<file path="src/rtl/mem_to_axil.sv">
// mem_to_axil: bridges a simple word-addressed memory request port onto a
// single-beat AXI4-Lite master. The response timeout is built only when the
// macro MEM_TO_AXIL_TIMEOUT_EN is defined; otherwise every wait is unbounded.
//
// Bus packing (MSB first):
//   m_axil_bus_o = {awaddr, awprot, awvalid, wdata, wstrb, wvalid, bready,
//                   araddr, arprot, arvalid, rready}                 (111 bits)
//   m_axil_bus_i = {awready, wready, bresp, bvalid, arready, rdata, rresp,
//                   rvalid}                                          (41 bits)

`ifndef BSG_AXIL_MOSI_BUS_WIDTH
`define BSG_AXIL_MOSI_BUS_WIDTH(mask_p) (111*(mask_p))
`endif
`ifndef BSG_AXIL_MISO_BUS_WIDTH
`define BSG_AXIL_MISO_BUS_WIDTH(mask_p) (41*(mask_p))
`endif

module mem_to_axil #(
  parameter int          mem_addr_width_p = 16,
  parameter logic [31:0] axil_base_addr_p = 32'h0000_0000,
  parameter int          timeout_p        = 1024
) (
  input  logic                                    clk_i,
  input  logic                                    reset_n_i,
  output logic [`BSG_AXIL_MOSI_BUS_WIDTH(1)-1:0]  m_axil_bus_o,
  input  logic [`BSG_AXIL_MISO_BUS_WIDTH(1)-1:0]  m_axil_bus_i,
  input  logic [mem_addr_width_p-1:0]             addr_i,
  input  logic [31:0]                             data_i,
  input  logic                                    wen_i,
  input  logic                                    ren_i,
  output logic                                    ready_o,
  output logic [31:0]                             data_o,
  output logic                                    done_o,
  output logic                                    err_o
);

  typedef enum logic [2:0] {
    IDLE,
    WR,
    WR_RESP,
    RD,
    RD_RESP,
    DONE
  } state_e;

  state_e state_q, state_n;

  logic [mem_addr_width_p-1:0] addr_q;
  logic [31:0]                 wdata_q;
  logic [31:0]                 rdata_q;
  logic                        aw_pend_q;
  logic                        w_pend_q;
  logic                        err_q;

  logic        awready, wready, bvalid, arready, rvalid;
  logic [1:0]  bresp, rresp;
  logic [31:0] rdata;

  logic        awvalid, wvalid, bready, arvalid, rready;
  logic        aw_ok, w_ok;
  logic [31:0] axil_addr;
  logic        wait_state;
  logic        timeout_hit;

  assign {awready, wready, bresp, bvalid, arready, rdata, rresp, rvalid} = m_axil_bus_i;

  assign axil_addr  = {axil_base_addr_p[31:mem_addr_width_p], addr_q};
  assign wait_state = state_q inside {WR, WR_RESP, RD, RD_RESP};

  assign m_axil_bus_o = {axil_addr, 3'b000, awvalid, wdata_q, 4'hF, wvalid, bready,
                         axil_addr, 3'b000, arvalid, rready};

  assign data_o = rdata_q;
  assign err_o  = err_q;

`ifdef MEM_TO_AXIL_TIMEOUT_EN
  localparam logic [31:0] TimeoutLast = 32'(timeout_p - 1);

  logic [31:0] timer_q;

  assign timeout_hit = wait_state && (timer_q == TimeoutLast);

  // Count cycles spent in the current wait state, restarting on every state change.
  always_ff @(posedge clk_i) begin
    if (!reset_n_i) begin
      timer_q <= '0;
    end else if (!wait_state || (state_n != state_q)) begin
      timer_q <= '0;
    end else begin
      timer_q <= timer_q + 32'd1;
    end
  end
`else
  logic unused_timeout;

  assign unused_timeout = ^timeout_p ^ wait_state;
  assign timeout_hit    = 1'b0;
`endif

  // State register.
  always_ff @(posedge clk_i) begin
    if (!reset_n_i) begin
      state_q <= IDLE;
    end else begin
      state_q <= state_n;
    end
  end

  // Next-state decode and handshake outputs; everything idles low by default.
  always_comb begin
    state_n = state_q;
    ready_o = 1'b0;
    done_o  = 1'b0;
    awvalid = 1'b0;
    wvalid  = 1'b0;
    bready  = 1'b0;
    arvalid = 1'b0;
    rready  = 1'b0;
    aw_ok   = 1'b0;
    w_ok    = 1'b0;
    case (state_q)
      IDLE: begin
        ready_o = 1'b1;
        if (wen_i) begin
          state_n = WR;
        end else if (ren_i) begin
          state_n = RD;
        end
      end
      WR: begin
        awvalid = aw_pend_q;
        wvalid  = w_pend_q;
        aw_ok   = !aw_pend_q || awready;
        w_ok    = !w_pend_q || wready;
        if (aw_ok && w_ok) begin
          state_n = WR_RESP;
        end else if (timeout_hit) begin
          state_n = DONE;
        end
      end
      WR_RESP: begin
        bready = 1'b1;
        if (bvalid || timeout_hit) begin
          state_n = DONE;
        end
      end
      RD: begin
        arvalid = 1'b1;
        if (arready) begin
          state_n = RD_RESP;
        end else if (timeout_hit) begin
          state_n = DONE;
        end
      end
      RD_RESP: begin
        rready = 1'b1;
        if (rvalid || timeout_hit) begin
          state_n = DONE;
        end
      end
      DONE: begin
        done_o  = 1'b1;
        state_n = IDLE;
      end
      default: begin
        state_n = IDLE;
      end
    endcase
  end

  // Request capture, per-channel write-valid tracking, and response latching.
  always_ff @(posedge clk_i) begin
    if (!reset_n_i) begin
      addr_q    <= '0;
      wdata_q   <= '0;
      rdata_q   <= '0;
      aw_pend_q <= 1'b0;
      w_pend_q  <= 1'b0;
      err_q     <= 1'b0;
    end else begin
      case (state_q)
        IDLE: begin
          if (wen_i || ren_i) begin
            addr_q    <= addr_i;
            wdata_q   <= data_i;
            err_q     <= 1'b0;
            aw_pend_q <= wen_i;
            w_pend_q  <= wen_i;
          end
        end
        WR: begin
          if (awready) begin
            aw_pend_q <= 1'b0;
          end
          if (wready) begin
            w_pend_q <= 1'b0;
          end
          if (state_n == DONE) begin
            aw_pend_q <= 1'b0;
            w_pend_q  <= 1'b0;
            err_q     <= 1'b1;
          end
        end
        WR_RESP: begin
          if (bvalid) begin
            err_q <= (bresp != 2'b00);
          end else if (state_n == DONE) begin
            err_q <= 1'b1;
          end
        end
        RD: begin
          if (state_n == DONE) begin
            err_q   <= 1'b1;
            rdata_q <= 32'hdead_beef;
          end
        end
        RD_RESP: begin
          if (rvalid) begin
            rdata_q <= rdata;
            err_q   <= (rresp != 2'b00);
          end else if (state_n == DONE) begin
            err_q   <= 1'b1;
            rdata_q <= 32'hdead_beef;
          end
        end
        default: begin
        end
      endcase
    end
  end

endmodule

</file>
<file path="config.mk">
export PLATFORM = sky130hd
export DESIGN_NAME = mem_to_axil
export DESIGN_NICKNAME = d
export VERILOG_FILES = /design/src/rtl/mem_to_axil.sv
export SDC_FILE = /design/constraint.sdc
export NUM_CORES = 1
export LEC_CHECK = 0
export ABC_AREA = 1
export CAP_MARGIN = 5
export CELL_PAD_IN_SITES_DETAIL_PLACEMENT = 0
export CELL_PAD_IN_SITES_GLOBAL_PLACEMENT = 1
export CORE_ASPECT_RATIO = 1.25
export CORE_MARGIN = 2
export CORE_UTILIZATION = 25
export CTS_CLUSTER_SIZE = 16
export DETAILED_ROUTE_END_ITERATION = 7
export PLACE_DENSITY = 0.82
export RECOVER_POWER = 100
export SYNTH_ARGS = -nofsm -noshare
export SYNTH_HDL_FRONTEND = slang
export SYNTH_SLANG_ARGS = --single-unit
</file>
<file path="constraint.sdc">
create_clock -name clk_i -period 1.5 [get_ports clk_i]
set_clock_uncertainty 0.1 [all_clocks]
set_input_delay 0.15 -clock clk_i [delete_from_list [all_inputs] [get_ports clk_i]]
set_output_delay 0.15 -clock clk_i [all_outputs]
set_load 0.02 [all_outputs]
</file>
==> metrics.yaml <==
clock_network:
  cts-hold-fix-buffers: 0
  insertion_delay_ps: 330
  cts_root_buffer: "clkbuf_16"
  clkTransAtPathRegs_ps: 70
  clkSinkCount: 86
  cts_buffers: 9
  cts_max_level: 3
  clockBufferDepth: 2
  cts_tree: "yes"
die:
  die_x_um: 114.2
  core_area_um2: 14890
  start_util: 0.2550
  dieArea_um2: 16200
  ioPinCount: 239
  rows: 50
  die_y_um: 141.8
logic_synthesis:
  synth_edf_count: 0
  syn_inst: 492
  yosys.cell_count.top_type: "dfxtp_1"
  synth.distinct_cells: 29
  syn_area_per_cell_um2: 7.718
  synth_flop_cell: "dfxtp_1"
  async_flop_share: 0
  ys_seq_area_frac: 0.4534
  synth_top_area_frac: 0.4534
  yosys_warnings: 0
  netlist_top_cells_count: "dfxtp_1, a21oi_1, nand2_1"
  synth.cell_area_um2: 3797
  synth.area.top_cells: "dfxtp_1, buf_4, a21oi_1"
  synth-seq-cells: 86
  synth_top_cell_by_area: "dfxtp_1"
setup_path:
  cp_common_cell: "buf_6"
  cpPeakStageDelay_ps: 330
  crit_start: "state_q[0]"
  startpoint_type: "flop"
  reg2reg_depth: 9
  r2r_end: "addr_q[13]"
  critical_path_required_ps: 1660
  critPathKind: "flop to flop"
  cp-end-kind: "flop"
  r2r-start: "state_q[0]"
  arrival_ps: 1650
  crit_slowest_cell: "dfxtp_2"
  worstPathMaxFanout: 8
  r2r_setup_slack_ps: 10
  endpoint: "addr_q[13]"
  cp_cell_sequence: "buf_6, nor2_4, nand2_2, inv_4, buf_8, buf_6, buf_12, nand3_1, a21oi_1"
sta:
  holdWs_ps: 261.2
  rsz0062_at_grt: "yes"
  hold_violations: 0
  min_period_ps: 1490
  tns_ps: 0
  finalCritPeriodShare: 0.9935
  setup_viol: 0
  fmax_mhz: 671.0
  drv_slew: 0
detailed_routing:
  drc: 0
  antenna_left: 0
  vias: 3745
  avgViaCountPerCell: 4.295
  wirelength_um: 12410
  drtPass1Iterations: 4
  drt_iter0_markers: 104
  avgRoutedWirePerCell_um: 14.23
global_routing:
  grt_pass1_wl_um: 17360
  antenna_found_initial: 0
  grt.overflow.total: 0
  grt_use_total: 0.1354
  grt_max_degree: 53
  grt_pass1_vias: 3422
cells_and_area:
  layout.cells.non_filler: 872
  drive_gt1_frac: 0.1754
  final_nets: 778
  final.fill_count: 1553
  area_growth_pct: 70.58
  insertedDiodeCount: 0
  final_util: 0.4350
place:
  portBuffers: 196
  dp.cells: 844
  hpwlAfterDp_um: 8099
  routabilityCongestion: 0.7433
outcome:
  outcome: "finished, final reports clean"
power_and_ir_drop:
  powerDensity_nw_per_um2: 1531
  total_leakage_power_nw: 2.976
  vdd_ir_drop_max_mv: 0.6408
worst_hold_path:
  hold_class: "primary input to flop"
  hold_path.startpoint: "m_axil_bus_i[7]"
flow_run:
  drv_cap: 0
==> critical path, delay by kind of cell, from the launching register on <==
| family | cells | cell delay (ps) |
|---|---|---|
| compound gates | 1 | 150 |
| flops | 1 | 330 |
| buf+inv | 5 | 600 |
| simple gates | 3 | 260 |
==> flip-flops by register name, summed over array words and instances, names as in the netlist <==
| register | flops |
|---|---|
| data_o | 32 |
| wdata_q | 32 |
| addr_q | 16 |
| state_q | 3 |
| aw_pend_q | 1 |
| err_o | 1 |
| w_pend_q | 1 |
==> kinds of logic (layout without fill, tap and decap cells) <==
group,count (synthesis),in the layout,share of synthesized area
AND/OR/NAND/NOR,156,156,0.1832
AO/OA/AOI/OAI,113,113,0.1506
flip-flops,86,86,0.4534
buffers and inverters,135,293,0.2109
other,2,42,0.001978
==> cell usage in the layout (no fill, tap or decap), types with 2 or more instances in the layout <==
cell type        instances
nand2_1                 59
clkdlybuf4s50_1         92
nand2_2                 20
bufinv_16                3
nor3_1                   2
buf_2                    3
dfxtp_1                 83
a21oi_2                  8
o21ai_1                 20
clkbuf_16               16
nor2_2                   2
nand2_4                  2
o21ai_2                  2
dfxtp_2                  2
nand3_2                  8
nor2_1                   7
buf_4                   17
buf_6                   10
buf_12                   8
inv_2                    4
dlygate4sd2_1           97
o21ai_0                  5
nor2_4                   3
nand4_1                  2
conb_1                  42
a21oi_1                 76
or2_2                    2
inv_1                   35
nand3_1                 45
==> area by class of cell <==
class | instances | area, um^2 | share of cell area
timing repair buffer | 236 | 2404 | 0.3711
sequential | 86 | 1728 | 0.2668
multi-input combinational | 311 | 1600 | 0.2471
clock buffer | 11 | 242.7 | 0.03747
tap | 182 | 227.7 | 0.03516
inverter | 41 | 168.9 | 0.02608
clock inverter | 5 | 106.4 | 0.01642
==> layer usage <==
layer | share of wire | vias up | track usage
met5 | 0 | - | 0
met4 | 0.0083 | 0 | 0.03851
met3 | 0.074 | 7 | 0.04229
met2 | 0.53 | 169 | 0.2444
met1 | 0.39 | 1697 | 0.1521
li1 | - | 1872 | -
==> worst min path at each step <==
stage               slack [ps]    endpoint  cells after the start
CTS                        240   data_o[4]                      3
global route               270   addr_q[6]                      3
floorplan                  190  data_o[23]                      2
finish                     260   data_o[4]                      3
global placement           330  data_o[19]                      2
detailed placement         330  data_o[12]                      2
==> timing repair <==
| action | CTS | global route |
|---|---|---|
| pin swaps | 1 | 22 |
| setup buffers | 1 | 2 |
| endpoints found under the hold margin | 0 | 0 |
| resized for setup | 139 | 80 |
| gates cloned | 1 | 8 |
| setup endpoints to repair | 139 | 76 |
==> through the flow <==
step / setup WS (ps) / power (mW) / cell area (um^2)
3_3_place_gp: -106.9 / 6.852 / 5803
2_1_floorplan: 197.4 / 5.174 / 3948
6_report: 9.717 / 9.919 / 6477
5_1_grt: -72.47 / 10.49 / 6477
3_5_place_dp: -152.5 / 6.857 / 5803
4_1_cts: -17.44 / 9.364 / 6068
==> power by group <==
group          total [mW]  switching, mW  leakage, nW  internal (mW)
clock network        2.60          0.920        0.166           1.68
registers            2.93          0.246        0.704           2.68
logic                4.39           2.41         2.11           1.98
total                9.92           3.58         2.98           6.34
No activity file was read; power rests on OpenSTA's default activity.
